$ cat config.mk
export PLATFORM = sky130hd
export DESIGN_NAME = morph_window_scheduler
export DESIGN_NICKNAME = d
export VERILOG_FILES = /design/src/rtl/morph_pkg.sv /design/src/rtl/morph_tap_delay.sv /design/src/rtl/morph_window_scheduler.sv
export SDC_FILE = /design/constraint.sdc
export NUM_CORES = 1
export LEC_CHECK = 0
export ABC_AREA = 1
export BUFFER_PORTS_ARGS = -buffer_cell sky130_fd_sc_hd__buf_2
export CAP_MARGIN = 20
export CORE_MARGIN = 2
export CORE_UTILIZATION = 30
export DETAILED_ROUTE_END_ITERATION = 8
export GPL_ROUTABILITY_DRIVEN = 0
export PLACE_DENSITY = 0.59
export SYNTH_ARGS = -nofsm -noshare
export SYNTH_HDL_FRONTEND = slang
export SYNTH_SLANG_ARGS = --single-unit
$ cat constraint.sdc
create_clock -name clk_out -period 3.3 [get_ports clk_out]
set_input_delay 0.825 -clock clk_out [delete_from_list [all_inputs] [get_ports clk_out]]
set_output_delay 0.825 -clock clk_out [all_outputs]
set_load 0.01 [all_outputs]
$ cat src/rtl/morph_pkg.sv
// Shared types and constants for the 3x3 erosion window scheduler.
package morph_pkg;
  localparam int ADDR_W_DEF = 17;
  typedef logic [ADDR_W_DEF-1:0] addr_t;

  // Tap index: t = (dy+1)*3 + (dx+1)
  localparam int TAP_NW = 0;
  localparam int TAP_N  = 1;
  localparam int TAP_NE = 2;
  localparam int TAP_W  = 3;
  localparam int TAP_C  = 4;
  localparam int TAP_E  = 5;
  localparam int TAP_SW = 6;
  localparam int TAP_S  = 7;
  localparam int TAP_SE = 8;
  localparam int NUM_TAPS = 9;

  typedef enum logic [1:0] {IDLE, RUN, DRAIN, DONE} st_e;
endpackage

$ cat src/rtl/morph_tap_delay.sv
// RD_LAT-deep shift register aligning {valid, last, mask, centre} with buffer dout.
module morph_tap_delay #(
  parameter int RD_LAT = 2,
  parameter int ADDR_W = 17
) (
  input  logic              clk_i,
  input  logic              rst_ni,
  input  logic              flush_i,
  input  logic              valid_i,
  input  logic              last_i,
  input  logic [8:0]        mask_i,
  input  logic [ADDR_W-1:0] centre_i,
  output logic              valid_o,
  output logic              last_o,
  output logic [8:0]        mask_o,
  output logic [ADDR_W-1:0] centre_o
);
  localparam int PW = 11 + ADDR_W;

  logic [RD_LAT-1:0][PW-1:0] pipe_q;
  logic [PW-1:0]             head;

  // Payload is zeroed when not valid so idle outputs read as 0.
  assign head = valid_i ? {valid_i, last_i, mask_i, centre_i} : '0;

  always_ff @(posedge clk_i or negedge rst_ni) begin
    if (!rst_ni) begin
      pipe_q <= '0;
    end else if (flush_i) begin
      pipe_q <= '0;
    end else begin
      pipe_q[0] <= head;
      for (int i = 1; i < RD_LAT; i++) pipe_q[i] <= pipe_q[i-1];
    end
  end

  assign {valid_o, last_o, mask_o, centre_o} = pipe_q[RD_LAT-1];
endmodule

$ cat src/rtl/morph_window_scheduler.sv
// Issues nine tap read addresses per pixel to the SDPB buffers and aligns the window strobes.
// Optional MORPH_BORDER_REPLICATE_EN: clamp border taps to the edge pixel instead of masking.
module morph_window_scheduler
  import morph_pkg::*;
#(
  parameter int IMG_W  = 320,
  parameter int IMG_H  = 240,
  parameter int ADDR_W = ADDR_W_DEF,
  parameter int RD_LAT = 2
) (
  input  logic                  clk_out,
  input  logic                  rst_n,
  input  logic                  start,
  input  logic                  abort,
  output logic                  busy,
  output logic                  done,
  output logic                  rd_en,
  output logic [9*ADDR_W-1:0]   rd_addr,
  output logic                  win_valid,
  output logic [8:0]            win_mask,
  output logic                  win_last,
  output logic [ADDR_W-1:0]     wr_addr
);
  localparam int XW        = $clog2(IMG_W + 1);
  localparam int YW        = $clog2(IMG_H + 1);
  localparam int AW2       = ADDR_W + 2;
  localparam int DRAIN_CYC = 2 * RD_LAT;
  localparam int CW        = $clog2(DRAIN_CYC + 1);

  if (longint'(IMG_W) * longint'(IMG_H) > (longint'(1) << ADDR_W)) begin : g_size_chk
    $error("IMG_W*IMG_H does not fit in ADDR_W");
  end
  if (RD_LAT < 1) begin : g_lat_chk
    $error("RD_LAT must be >= 1");
  end

  st_e             state_q, state_d;
  logic [XW-1:0]   x_q, x_d;
  logic [YW-1:0]   y_q, y_d;
  logic [ADDR_W-1:0] c_q, c_d;
  logic [CW-1:0]   cnt_q, cnt_d;
  logic            issue, last_pix, flush;
  logic            x_lo, x_hi, y_lo, y_hi;
  logic [8:0][ADDR_W-1:0] tap_addr;
  logic [8:0]      tap_mask;
  logic signed [AW2-1:0] c_s;

  always_ff @(posedge clk_out or negedge rst_n) begin
    if (!rst_n) begin
      state_q <= IDLE;
      x_q     <= '0;
      y_q     <= '0;
      c_q     <= '0;
      cnt_q   <= '0;
    end else begin
      state_q <= state_d;
      x_q     <= x_d;
      y_q     <= y_d;
      c_q     <= c_d;
      cnt_q   <= cnt_d;
    end
  end

  assign x_lo = (x_q == '0);
  assign x_hi = (x_q == XW'(IMG_W - 1));
  assign y_lo = (y_q == '0);
  assign y_hi = (y_q == YW'(IMG_H - 1));

  always_comb begin
    state_d  = state_q;
    x_d      = x_q;
    y_d      = y_q;
    c_d      = c_q;
    cnt_d    = cnt_q;
    issue    = 1'b0;
    last_pix = 1'b0;
    flush    = 1'b0;
    case (state_q)
      IDLE: begin
        if (start) begin
          state_d = RUN;
          x_d     = '0;
          y_d     = '0;
          c_d     = '0;
        end
      end
      RUN: begin
        issue    = 1'b1;
        last_pix = x_hi && y_hi;
        c_d      = c_q + 1'b1;
        if (last_pix) begin
          state_d = DRAIN;
          cnt_d   = CW'(DRAIN_CYC - 1);
        end else if (x_hi) begin
          x_d = '0;
          y_d = y_q + 1'b1;
        end else begin
          x_d = x_q + 1'b1;
        end
      end
      // Covers the in-flight windows plus the same number of guard cycles for the result write.
      DRAIN: begin
        if (cnt_q == '0) state_d = DONE;
        else             cnt_d   = cnt_q - 1'b1;
      end
      DONE:    state_d = IDLE;
      default: state_d = IDLE;
    endcase
    if (abort) begin
      state_d = IDLE;
      flush   = 1'b1;
    end
  end

  assign c_s = $signed({2'b00, c_q});

  always_comb begin
    logic signed [AW2-1:0] tap_sum;
    int   dyi, dxi;
    logic oob_x, oob_y, in_rng;
    tap_addr = '0;
    tap_mask = '0;
    tap_sum  = '0;
    dyi      = 0;
    dxi      = 0;
    oob_x    = 1'b0;
    oob_y    = 1'b0;
    in_rng   = 1'b0;
    for (int t = 0; t < NUM_TAPS; t++) begin
      dyi   = t / 3 - 1;
      dxi   = t % 3 - 1;
      // The x test stops a +/-1 column step from wrapping onto the adjacent row.
      oob_x = (dxi < 0 && x_lo) || (dxi > 0 && x_hi);
      oob_y = (dyi < 0 && y_lo) || (dyi > 0 && y_hi);
`ifdef MORPH_BORDER_REPLICATE_EN
      if (oob_x) dxi = 0;
      if (oob_y) dyi = 0;
`endif
      tap_sum = c_s + AW2'(dyi * IMG_W) + AW2'(dxi);
      in_rng  = (tap_sum[AW2-1:ADDR_W] == '0);
`ifdef MORPH_BORDER_REPLICATE_EN
      tap_mask[t] = 1'b1;
      if (in_rng) tap_addr[t] = tap_sum[ADDR_W-1:0];
`else
      if (!oob_x && !oob_y && in_rng) begin
        tap_mask[t] = 1'b1;
        tap_addr[t] = tap_sum[ADDR_W-1:0];
      end
`endif
    end
  end

  assign busy    = (state_q != IDLE);
  assign done    = (state_q == DONE);
  assign rd_en   = issue;
  assign rd_addr = issue ? tap_addr : '0;

  morph_tap_delay #(
    .RD_LAT (RD_LAT),
    .ADDR_W (ADDR_W)
  ) u_delay (
    .clk_i    (clk_out),
    .rst_ni   (rst_n),
    .flush_i  (flush),
    .valid_i  (issue),
    .last_i   (last_pix),
    .mask_i   (tap_mask),
    .centre_i (c_q),
    .valid_o  (win_valid),
    .last_o   (win_last),
    .mask_o   (win_mask),
    .centre_o (wr_addr)
  );
endmodule
After elaboration in Yosys (flattened, before gate mapping)
Cells that the tools add are included. W data, S select, Z words.

Add/sub/neg operators: 12. Equal/unequal tests: 13. Muxes and demuxes: 40. Reduce and logical (&&, ||, !) cells: 37.

Operators by type and width (number): $mux W153 (1); $mux W17 (9); $mux W56 (1); $add A18 B1 Y19 const B (2); $add A19 B1 Y19 const B (2); $pmux W17 S2 (1); $mux W28 (1); $mux W9 (3); $mux W8 (3); $add A18 B10 Y19 const B (1); $add A19 B2 Y19 const B (1); $add A17 B1 Y18 const B (1); $add A17 B9 Y18 const B (1); $logic_not A2 Y1 (9); $pmux W9 S2 (1); $add A17 B1 Y17 const B (1); $pmux W8 S2 (1); $logic_and A1 B1 Y1 (13); $mux W1 (11); $ne A2 B2 Y1 const B (5); $add A9 B1 Y9 const B (1); $eq A9 B9 Y1 const B (1); $logic_not A9 Y1 (1); $ne A3 B3 Y1 const B (3); 16 further kinds (28).

Flip-flop bits (word level): 95. Input port bits: 4.

Logic depth before layout (Yosys ltp)
Depth in word-level cells: 7. Gate-level depth with buffers: 16. Mapped depth without buffers: 15.

By module
Synthesis repeated with hierarchy kept, for this count alone.

Cells, all modules: 1100. Area total of the unflattened synthesis: 7359.6 sq um.

Modules (own cells, without submodules): morph_window_scheduler (instances 1, cells an instance 897, area each 5222.5 sq um); morph_tap_delay (instances 1, cells an instance 203, area each 2137.0 sq um).

Worst setup path after synthesis
No wires, ideal clock.

Kind: register -> output. Start: register c_q[7]. End: output port rd_addr[150]. Arrival time: 2.276 ns. Path slack: 0.199 ns. Stages on the path, launching flop included: 13. Path buffers: 1. Path through: dfrtp_1 > ha_1 > inv_2 > a21oi_4 > nand2_1 > xor2_1 > inv_1 > nand2_1 > nor2_1 > nand2_1 > nand2_2 > buf_2 > nor2_1.

Longest elaborated chain between the ends: 6.

RTL lines: start, declared (line morph_window_scheduler.sv:40) `logic [ADDR_W-1:0] c_q, c_d;`; start signal, assigned (line morph_window_scheduler.sv:53) `c_q <= '0;`; start signal, assigned (line morph_window_scheduler.sv:59) `c_q <= c_d;`; $add A17 B9 Y18 (*) (line morph_window_scheduler.sv:139) `tap_sum = c_s + AW2'(dyi * IMG_W) + AW2'(dxi);`; $add A18 B1 Y19 (*) (line morph_window_scheduler.sv:139); $logic_not A2 Y1 (line morph_window_scheduler.sv:140) `in_rng = (tap_sum[AW2-1:ADDR_W] == '0);`; $logic_and A1 B1 Y1 (line morph_window_scheduler.sv:145) `if (!oob_x && !oob_y && in_rng) begin`; $mux W17 (*) (line morph_window_scheduler.sv:145); $mux W153 (*) (line morph_window_scheduler.sv:156) `assign rd_addr = issue ? tap_addr : '0;`; end, declared (line morph_window_scheduler.sv:18) `output logic [9*ADDR_W-1:0] rd_addr,`.

Mark *: on every way between the ends. The rest lies on a longest branch, timed or not.

Final worst setup path
Start: register c_q[7]. End: output port rd_addr[41].

Longest elaborated chain between the ends: 6.

RTL lines (line): $add A18 B10 Y19 (*) (morph_window_scheduler.sv:139); $add A19 B2 Y19 (*) (morph_window_scheduler.sv:139); $logic_not A2 Y1 (morph_window_scheduler.sv:140); $logic_and A1 B1 Y1 (morph_window_scheduler.sv:145); $mux W17 (*) (morph_window_scheduler.sv:145); $mux W153 (*) (morph_window_scheduler.sv:156).

Marked as above.

==> reports/metrics.cfg <==
[status]
status=finished with violations
violations=negative setup slack

[detailed_routing]
dr.pass1.iters=5
drt.antenna.violating_nets=0
wl_mm=26.9
num_vias=8025
routedWlPerCell_um=16.0
first_iter_violations=520
drcViolationCount=0
avgViaCountPerCell=4.78

[grt]
gr-total-overflow=0
grt_pass1_wl_mm=39.8
grt_pass1_vias=7532
antenna_found_initial=0
grt_usage_pct=20.9
grt_max_degree=57

[synthesis]
synth_fa_ha_area_share_pct=3.20
syn_avg_cell_area_sq_um=6.64
seq_area_frac_synth_pct=33.1
synth_top_area_share_pct=33.1
synth-async-reset-ratio_pct=100
synth_compound_area_share_pct=8.24
netlist_area_sq_mm=0.00703
synth_top_cell_by_area=dfrtp_1
synth_top_family_by_area=simple AND/OR/NAND/NOR gates
synth-seq-cells=93
ys_types=48
synthCells=1059
synth_xor_area_share_pct=3.58
ys.warnings.count=0
synth.area.mux_share_pct=0
synth-edff-count=0
ys.flop_type=dfrtp_1
synth-simple-area-share_pct=37.9
synth_top_cells_by_area=dfrtp_1 33%, nor2_1 13%, nand2_1 11%
synth.net_count=1081

[final_layout]
num-nets-final=1378
areaGrowthSynthToFinish_pct=52.7
layout.cells.most_common=nor2_1
diodes=0
drive_gt1_share_pct=43.2
design_area_sq_mm=0.0107
layout_common_cells=184 x nor2_1, 169 x nand2_1, 167 x buf_2
final_core_util_pct=46.1
final_cells=1679

[floorplanning]
die_h_um=157
die_x_um=157
ioPinCount=188
initial_core_util_pct=30.2
core_sq_mm=0.0233
rows=56
die-area_sq_mm=0.0247

[timing]
fin_worst_skew_ps=13.0
max_clock_freq_mhz=286
setup_tns_ps=-10120
max_slew_margin_pct=38.2
hold_violations=0
setup_ws_ps=-198
finalCritPeriodShare_pct=106
slew_viol_final=0
post-route-min-period_ps=3500
rsz0062_at_grt=true
worst_pin_slew_ps=918
setup_violations=68
worst_hold_slack_ps=451

[run]
cap_violations=0

[clock_tree]
clock_latency_ps=350
cts_buffers=9
path_clk_slew_ps=70
cts_root_buf=clkbuf_16
hold_buffers=0
cts_num_sinks=93
cts_tree=done
clk_path_buf_depth=2
ctsHtreeMaxLevel=3

[worst_setup_path]
critPathTopFamily=buffers and inverters
critPathKind=flip-flop to output pin
critPathLaunchType=flip-flop
path_cells=buf_6, buf_12, o21ai_4, buf_6, buf_6, nand3_2, nand2_2, nand2_2, nand2_2, nor2_2, buf_4, nand3_2, nand4_4, buf_12, nor3_2, buf_2
cp_slowest_cell=dfrtp_1
endpoint_kind=output pin
path_buf_inv=7
slowest_delay_ps=420
worstPathArrival_ps=2670
cp_max_fo=7
worst_ep_required_time_ps=2470

[place]
io_buffers=187
dpl_worst_slack_ps=37.0
placedCellCount=1593
placed_area_sq_mm=0.00876
post-dp-hpwl_mm=19.7

[pwr]
p_leak_nw=5.66
vdd_drop_max_mv=0.241
power_mw=4.67
power_density_mw_per_mm2=435

[min_path]
hold_class=flip-flop to flip-flop

-- path summary, 6_finish.rpt --
kind | start | to | slack (ps) | depth (start not counted)
worst max-delay path | c_q[7]$_DFFE_PN0P_ | rd_addr[41] | -200 | 16
min in group asynchronous | rst_n | u_delay.centre_o[15]$_DFF_PN0_ | 540 | 1
worst max register to register | state_q[1]$_DFFE_PN0P_ | y_q[2]$_DFFE_PN0P_ | 520 | 10
worst min register to register | u_delay.pipe_q[15]$_DFF_PN0_ | u_delay.centre_o[15]$_DFF_PN0_ | 450 | 2
max in group asynchronous | rst_n | c_q[3]$_DFFE_PN0P_ | 2070 | 2
worst min-delay path | u_delay.pipe_q[15]$_DFF_PN0_ | u_delay.centre_o[15]$_DFF_PN0_ | 450 | 2
-- where the power goes --
group	switching, mW	leakage (nW)	internal [mW]	total [mW]
Clock	0.491	0.158	0.670	1.16
Combinational	1.49	4.23	0.760	2.25
Sequential	0.0444	1.27	1.22	1.26
-- final cells by class --
| cell class | count | area (sq um) |
|---|---|---|
| Clock buffer | 9 | 225 |
| Inverter | 148 | 566 |
| Clock inverter | 6 | 93.8 |
| Fill cell | 2323 | 12500 |
| Timing Repair Buffer | 352 | 2530 |
| Tap cell | 319 | 399 |
| Sequential cell | 93 | 2340 |
| Multi-Input combinational cell | 752 | 4580 |
-- worst min-delay path, delay by kind of cell, from the launching register on --
kind	cells	cell delay (ps)
AND/OR/NAND/NOR	1	70
buffers and inverters	1	30
flip-flops	1	320
-- flip-flops by register name, indices dropped and copies added (netlist names) --
| name | cells |
|---|---|
| u_delay.centre_o | 17 |
| u_delay.pipe_q | 27 |
| u_delay.last_o | 1 |
| c_q | 17 |
| state_q | 2 |
| u_delay.mask_o | 9 |
| y_q | 8 |
| x_q | 9 |
| cnt_q | 3 |
-- per-layer routing --
layer | track usage (%) | routed length (um) | part of all wire [%] | vias up
li1 | - | - | - | 3884
met1 | 26.3 | 11400 | 42 | 3786
met2 | 36.0 | 13000 | 48 | 302
met3 | 3.63 | 1770 | 6.6 | 53
met4 | 7.01 | 700 | 2.6 | 0
met5 | 0 | 0 | 0 | -
-- what timing repair did --
item,in CTS,in global routing
gates resized for setup,189,96
setup endpoints to repair,89,118
buffers inserted,40,30
gates cloned,1,1
pin swaps,42,39
-- logic make-up after synthesis --
family	Yosys count
buffers and inverters	215
and+or+nand+nor	603
AOI/OAI and AO/OA	103
DFF	93
xor gates and xnor gates	27
adders and majority gates	18
-- synth_stat cells, types with 3 or more instances --
library cell  instances
ha_1                 18
o21ai_1               4
nor2_4               10
clkbuf_1             18
a21oi_1              25
buf_2                10
inv_2                10
buf_6                 3
nand3_1              68
or2_2                 4
nor3_2                3
buf_1                 3
o21ai_0              56
xor2_1               22
dfrtp_1              93
nor2_2               12
nor2_1              237
buf_4                32
inv_1               134
nand2_1             206
clkinv_1              3
nand2_2               8
nor4_1                3
nand4_1              17
nor3_1               26
xnor2_1               3
o21ai_2               3
(Power assumes the default switching activity.)
